[src/rtl/viterbi_pkg.sv]
// Shared Viterbi definitions: packet geometry defaults, packet-width helper,
// symbol slicing helper (also used by the branch-metric unit) and FIFO flag bundle.
package viterbi_pkg;

    localparam int SYM_W_DEF     = 2;
    localparam int NUM_PAIRS_DEF = 8;
    localparam int SYM_MAX_W     = 8;
    localparam int PKT_MAX_W     = 256;

    typedef struct packed {
        logic full;
        logic empty;
        logic overflow;
    } fifo_flags_t;

    function automatic int pkt_w(input int sym_w, input int num_pairs);
        return sym_w * num_pairs;
    endfunction

    // Symbol k of a packet, right-aligned and masked to sym_w bits.
    function automatic logic [SYM_MAX_W-1:0] sym_sel(input logic [PKT_MAX_W-1:0] pkt,
                                                     input int k, input int sym_w);
        logic [PKT_MAX_W-1:0] sh;
        logic [SYM_MAX_W-1:0] mask;
        sh   = pkt >> (k * sym_w);
        mask = SYM_MAX_W'((1 << sym_w) - 1);
        return sh[SYM_MAX_W-1:0] & mask;
    endfunction

endpackage

[src/rtl/viterbi_fifo_mem.sv]
// Packet storage for the Viterbi input FIFO: DEPTH x PKT_W registers,
// synchronous write, asynchronous read. Contents are not reset.
module viterbi_fifo_mem #(
    parameter  int DEPTH = 4,
    parameter  int PKT_W = 16,
    localparam int PTR_W = $clog2(DEPTH)
) (
    input  logic             clk,
    input  logic             we_i,
    input  logic [PTR_W-1:0] waddr_i,
    input  logic [PKT_W-1:0] wdata_i,
    input  logic [PTR_W-1:0] raddr_i,
    output logic [PKT_W-1:0] rdata_o
);

    logic [PKT_W-1:0] mem_q [DEPTH];

    always_ff @(posedge clk) begin
        if (we_i) begin
            mem_q[waddr_i] <= wdata_i;
        end
    end

    assign rdata_o = mem_q[raddr_i];

endmodule

[src/rtl/viterbi_input_fifo.sv]
// First-word-fall-through packet FIFO feeding the Viterbi decoder core, with flush,
// overflow reporting and optional duplicate filtering (macro VITERBI_IBUF_DUP_FILTER_EN).
module viterbi_input_fifo
    import viterbi_pkg::*;
#(
    parameter  int SYM_W     = SYM_W_DEF,
    parameter  int NUM_PAIRS = NUM_PAIRS_DEF,
    parameter  int DEPTH     = 4,
    parameter  int CNT_W     = 8,
    localparam int PKT_W     = pkt_w(SYM_W, NUM_PAIRS),
    localparam int LVL_W     = $clog2(DEPTH + 1),
    localparam int PTR_W     = $clog2(DEPTH)
) (
    input  logic             clk,
    input  logic             rst,
    input  logic             flush,
    input  logic             in_valid,
    output logic             in_ready,
    input  logic [PKT_W-1:0] in_data,
    input  logic             renew,
    output logic             out_valid,
    output logic [PKT_W-1:0] out_data,
    output logic [LVL_W-1:0] level,
    output logic             full,
    output logic             empty,
    output logic             overflow,
    output logic [CNT_W-1:0] drop_cnt,
    output logic             dup_drop
);

    logic [PTR_W-1:0] wr_ptr_q, wr_ptr_d;
    logic [PTR_W-1:0] rd_ptr_q, rd_ptr_d;
    logic [LVL_W-1:0] level_q, level_d;
    logic             overflow_q, overflow_d;
    logic [CNT_W-1:0] drop_cnt_q, drop_cnt_d;
    logic             dup_drop_q, dup_drop_d;

    fifo_flags_t      flags;
    logic             push, pop, store, refuse, is_dup;
    logic [PKT_W-1:0] head;

    function automatic logic [PTR_W-1:0] ptr_inc(input logic [PTR_W-1:0] p);
        return (p == PTR_W'(DEPTH - 1)) ? '0 : p + PTR_W'(1);
    endfunction

    assign flags.full     = (level_q == LVL_W'(DEPTH));
    assign flags.empty    = (level_q == '0);
    assign flags.overflow = overflow_q;

    // Same-cycle renew frees the head slot, so a full FIFO may still accept.
    assign in_ready  = rst & (~flags.full | renew);
    assign out_valid = ~flags.empty;

    assign push   = in_valid & in_ready;
    assign pop    = renew & out_valid;
    assign refuse = in_valid & ~in_ready;
    assign store  = push & ~is_dup;

`ifdef VITERBI_IBUF_DUP_FILTER_EN
    logic [PKT_W-1:0] last_pkt_q;
    logic             last_vld_q;

    assign is_dup = last_vld_q & (in_data == last_pkt_q);

    always_ff @(posedge clk or negedge rst) begin
        if (!rst) begin
            last_vld_q <= 1'b0;
        end else if (flush) begin
            last_vld_q <= 1'b0;
        end else if (store) begin
            last_vld_q <= 1'b1;
        end
    end

    always_ff @(posedge clk) begin
        if (!flush && store) begin
            last_pkt_q <= in_data;
        end
    end
`else
    assign is_dup = 1'b0;
`endif

    always_comb begin
        wr_ptr_d   = wr_ptr_q;
        rd_ptr_d   = rd_ptr_q;
        level_d    = level_q;
        overflow_d = overflow_q;
        drop_cnt_d = drop_cnt_q;
        dup_drop_d = 1'b0;
        if (flush) begin
            wr_ptr_d   = '0;
            rd_ptr_d   = '0;
            level_d    = '0;
            overflow_d = 1'b0;
            drop_cnt_d = '0;
        end else begin
            if (store) begin
                wr_ptr_d = ptr_inc(wr_ptr_q);
            end
            if (pop) begin
                rd_ptr_d = ptr_inc(rd_ptr_q);
            end
            case ({store, pop})
                2'b10:   level_d = level_q + LVL_W'(1);
                2'b01:   level_d = level_q - LVL_W'(1);
                default: level_d = level_q;
            endcase
            if (refuse) begin
                overflow_d = 1'b1;
                if (drop_cnt_q != '1) begin
                    drop_cnt_d = drop_cnt_q + CNT_W'(1);
                end
            end
            dup_drop_d = push & is_dup;
        end
    end

    always_ff @(posedge clk or negedge rst) begin
        if (!rst) begin
            wr_ptr_q   <= '0;
            rd_ptr_q   <= '0;
            level_q    <= '0;
            overflow_q <= 1'b0;
            drop_cnt_q <= '0;
            dup_drop_q <= 1'b0;
        end else begin
            wr_ptr_q   <= wr_ptr_d;
            rd_ptr_q   <= rd_ptr_d;
            level_q    <= level_d;
            overflow_q <= overflow_d;
            drop_cnt_q <= drop_cnt_d;
            dup_drop_q <= dup_drop_d;
        end
    end

    viterbi_fifo_mem #(
        .DEPTH (DEPTH),
        .PKT_W (PKT_W)
    ) u_mem (
        .clk     (clk),
        .we_i    (store & ~flush),
        .waddr_i (wr_ptr_q),
        .wdata_i (in_data),
        .raddr_i (rd_ptr_q),
        .rdata_o (head)
    );

    // Zero the output bus whenever nothing is held so stale slots never leak.
    assign out_data = out_valid ? head : '0;
    assign level    = level_q;
    assign full     = flags.full;
    assign empty    = flags.empty;
    assign overflow = flags.overflow;
    assign drop_cnt = drop_cnt_q;
    assign dup_drop = dup_drop_q;

endmodule

[config.mk]
export PLATFORM = sky130hd
export DESIGN_NAME = viterbi_input_fifo
export DESIGN_NICKNAME = d
export VERILOG_FILES = /design/src/rtl/viterbi_pkg.sv /design/src/rtl/viterbi_fifo_mem.sv /design/src/rtl/viterbi_input_fifo.sv
export SDC_FILE = /design/constraint.sdc
export NUM_CORES = 1
export LEC_CHECK = 0
export ABC_CLOCK_PERIOD_IN_PS = 2050
export CORE_UTILIZATION = 30
export DETAILED_ROUTE_END_ITERATION = 8
export PLACE_DENSITY_LB_ADDON = 0.08
export SKIP_LAST_GASP = 1
export SYNTH_ARGS = -nofsm -noshare
export SYNTH_HDL_FRONTEND = slang
export SYNTH_SLANG_ARGS = --single-unit
[constraint.sdc]
create_clock -name clk -period 2.05 [get_ports clk]
set_input_delay 0.41 -clock clk [delete_from_list [all_inputs] [get_ports clk]]
set_output_delay 0.41 -clock clk [all_outputs]
set_load 0.01 [all_outputs]
==> metrics.md <==
| Metric | Value |
|---|---|
| All-Layer GR Usage | 13.5% |
| Layout Cells excl Fill | 466 |
| Setup Skew | 6.56 ps |
| Post-DRT Antenna Nets | 0 |
| Die Wd | 110 um |
| Mapped Cells | 211 |
| Cell-internal power | 4390 uW |
| Sequential fraction of design power | 31.9% |
| Final hold violations | 0 |
| Port buffer count | 52 |
| Gr ovfl total | 0 |
| Mapped Nets | 238 |
| CP Class | register to primary output |
| Post-synth ARST share | 20.0% |
| CTS max path bufs | 2 |
| Max incr delay on CP | 530 ps |
| Minimum clock period | 2160 ps |
| DR iter-0 viols | 59 |
| Met2 usage | 22.6% |
| Crit path DAT | 1750 ps |
| Met3 track demand over resource | 2.90% |
| Status | finished with violations |
| Worst EP required | 1640 ps |
| Critical path capture point type | primary output |
| Worst-path clk slew | 60 ps |
| Placed wire-length estimate | 4680 um |
| Share of post-route cells with drive strength above 1 | 42.6% |
| Post-synth EDFFs | 64 |
| Failing checks | setup timing |
| Layout Nets | 349 |
| PD cells | 1150 mW/mm2 |
| Largest net degree at the start of global routing | 22 |
| Clock latency on the worst-skew pair | 330 ps |
| H-tree depth | 3 |
| Comb power frac | 38.0% |
| Root Driver | clkbuf_16 |
| Static Leak | 0.00196 uW |
| Gpl congestion | 0.699 |
| CTS tree | yes |
| Vias per cell | 4.71 |
| Ordered list of cells on the worst path | buf_4, or3_2, and2_1, buf_2 |
| # DRC | 0 |
| Number of I/O pins | 54 |
| Busiest grt layer | met2 |
| Initial DRT Pass Iterations | 4 |
| YS warnings | 0 |
| Die area | 0.0120 mm2 |
| Num rows | 38 |
| P&R area growth vs syn | 49.2% |
| CP Max Fanout | 4 |
| Crit path launch type | register |
| Setup slack after layout | -111 ps |
| Switching share of power | 26.2% |
| Fraction of the yosys area taken by sequential cells | 66.9% |
| Hold crit path type | register to register |
| Post-route setup TNS | -1510 ps |
| Setup violators final | 21 |
| Post-synth top flop | edfxtp_1 |
| Via count | 2196 |
| Hold-fix buffers, CTS | 0 |
| Initial core utilization | 31.3% |
| Cts bufs inserted | 9 |
| Syn_area_per_cell | 16.4 um2 |
| Met1 Track Usage GR | 16.8% |
| Final period util | 105% |
| Synthesized cell area | 0.00347 mm2 |
| Net Sw Power | 1560 uW |
| Crit-path slowest cell | or3_2 |
| Final wirelength | 7700 um |
| Vias in the first global route | 2170 |
| VDD IR max | 0.509 mV |
| Final Max Slew Viols | 0 |
| DR WL/cell | 16.5 um |
| Max cap viols | 0 |
| RSZ-0062 raised after global routing | yes |
| Core Area | 0.0111 mm2 |
| Initial antenna violation count | 0 |
| FMAX | 463 MHz |
| Count of cell types in the netlist | 40 |
| Seq cells post-synth | 80 |
| Cells after DPL | 427 |
| Clock Power Share | 30.1% |
| Ant diodes | 0 |
| Die outline height | 110 um |
| CTS Sinks | 80 |
| First-pass GRT wire length | 11600 um |
-- layout by cell type (no fill, tap or decap), types with 3 or more instances in the layout --
cell / instances
a21oi_1: 3
a31oi_1: 3
and2_1: 8
and2_4: 16
buf_12: 7
buf_2: 9
buf_4: 32
buf_6: 20
bufinv_16: 3
clkbuf_16: 13
clkdlybuf4s50_1: 30
dfrtp_1: 12
dfrtp_2: 4
dlygate4sd2_1: 4
edfxtp_1: 64
ha_1: 5
inv_1: 4
mux2i_1: 4
mux4_2: 16
nand2b_1: 4
nand3_1: 5
nor2_1: 14
nor2b_1: 4
-- worst paths after layout --
check / slack, ps / cells past startpoint / endpoint / start
worst max-delay path: -110 / 4 / out_data[1] / level[0]$_DFFE_PN0P_
worst min-delay path: 510 / 2 / overflow$_DFFE_PN0P_ / overflow$_DFFE_PN0P_
worst max register to register: -100 / 7 / drop_cnt[5]$_DFFE_PN0P_ / level[0]$_DFFE_PN0P_
worst min register to register: 510 / 2 / overflow$_DFFE_PN0P_ / overflow$_DFFE_PN0P_
max in group asynchronous: 1230 / 3 / rd_ptr_q[0]$_DFFE_PN0P_ / rst
min in group asynchronous: 520 / 3 / drop_cnt[5]$_DFFE_PN0P_ / rst
-- stage by stage --
stage	setup WS [ps]	hold WS (ps)	total power, uW	instance area (um2)	utilization (%)
after floorplan	30.5	114	2800	3490	-
after global placement	-415	497	3680	4460	40.2
after detailed placement	-416	505	3680	4460	40.2
after CTS	-176	508	5840	4910	44.3
after global routing	-181	543	6250	5180	46.7
final	-111	514	5940	5180	46.7
-- kinds of logic (layout without fill, tap and decap cells) --
group	Yosys count	in the layout	synth area share [%]
flops	80	80	66.9
buf+inv	13	126	1.59
simple gates	71	73	12.6
fa+ha+maj	6	6	2.38
xor+xnor	2	2	0.505
compound gates	15	15	3.39
mux	23	23	12.5
other cells	1	1	0.108
-- power by group through the flow --
| stage | Sequential [uW] | Combinational (uW) | Clock [uW] |
|---|---|---|---|
| 2_1_floorplan | 1920 | 879 | 0 |
| 3_3_place_gp | 1910 | 1770 | 0 |
| 3_5_place_dp | 1910 | 1770 | 0 |
| 4_1_cts | 1900 | 2090 | 1850 |
| 5_1_grt | 1900 | 2460 | 1890 |
| 6_report | 1890 | 2260 | 1790 |
-- worst max-delay path, delay by kind of cell (launching register included) --
family,cells,cell delay (ps)
simple gates,2,710
buf+inv,2,280
flops,1,430
-- layout make-up --
| cell class | count | area (um2) |
|---|---|---|
| Clock buffer | 10 | 229 |
| Clock inverter | 5 | 106 |
| Fill cell | 987 | 5900 |
| Inverter | 4 | 15.0 |
| Multi-Input combinational cell | 120 | 1230 |
| Sequential cell | 80 | 2330 |
| Tap cell | 140 | 175 |
| Timing Repair Buffer | 107 | 1100 |
-- Yosys cell counts, types with 2 or more instances --
library cell | instances | share of area [%]
buf_2 | 2 | 0.29
nor2b_1 | 6 | 1.1
nand3_1 | 5 | 0.72
mux2_1 | 2 | 0.65
mux4_2 | 16 | 10
ha_1 | 5 | 1.8
edfxtp_1 | 64 | 55
a211oi_1 | 2 | 0.43
or3_1 | 2 | 0.36
nor3_1 | 2 | 0.29
nand3b_1 | 2 | 0.43
nand2_1 | 3 | 0.32
dfrtp_1 | 16 | 12
o21bai_1 | 2 | 0.43
xor2_1 | 2 | 0.50
nor2_1 | 14 | 1.5
nor4bb_1 | 2 | 0.58
nand2b_1 | 4 | 0.72
a31oi_1 | 3 | 0.54
and2_1 | 24 | 4.3
mux2i_1 | 4 | 1.2
a21oi_1 | 4 | 0.58
inv_1 | 4 | 0.43
clkbuf_1 | 5 | 0.54
-- registers in the layout, indices dropped and copies added (netlist names) --
register,flops
level,3
u_mem.mem_q,64
rd_ptr_q,2
drop_cnt,8
wr_ptr_q,2
overflow,1
-- per-layer routing --
metal,vias to the layer above,share of wire [%]
met4,0,1.7
met2,36,49
met3,11,3.1
met1,1118,46
met5,-,0
li1,1031,-
-- timing repair --
action | 4_1_cts | 5_1_grt
pin swaps | 20 | 22
endpoints found under the setup margin | 22 | 87
gates cloned | 3 | 4
setup buffers | 13 | 4
resized for setup | 88 | 42
Power figures use the tool's default switching activity.
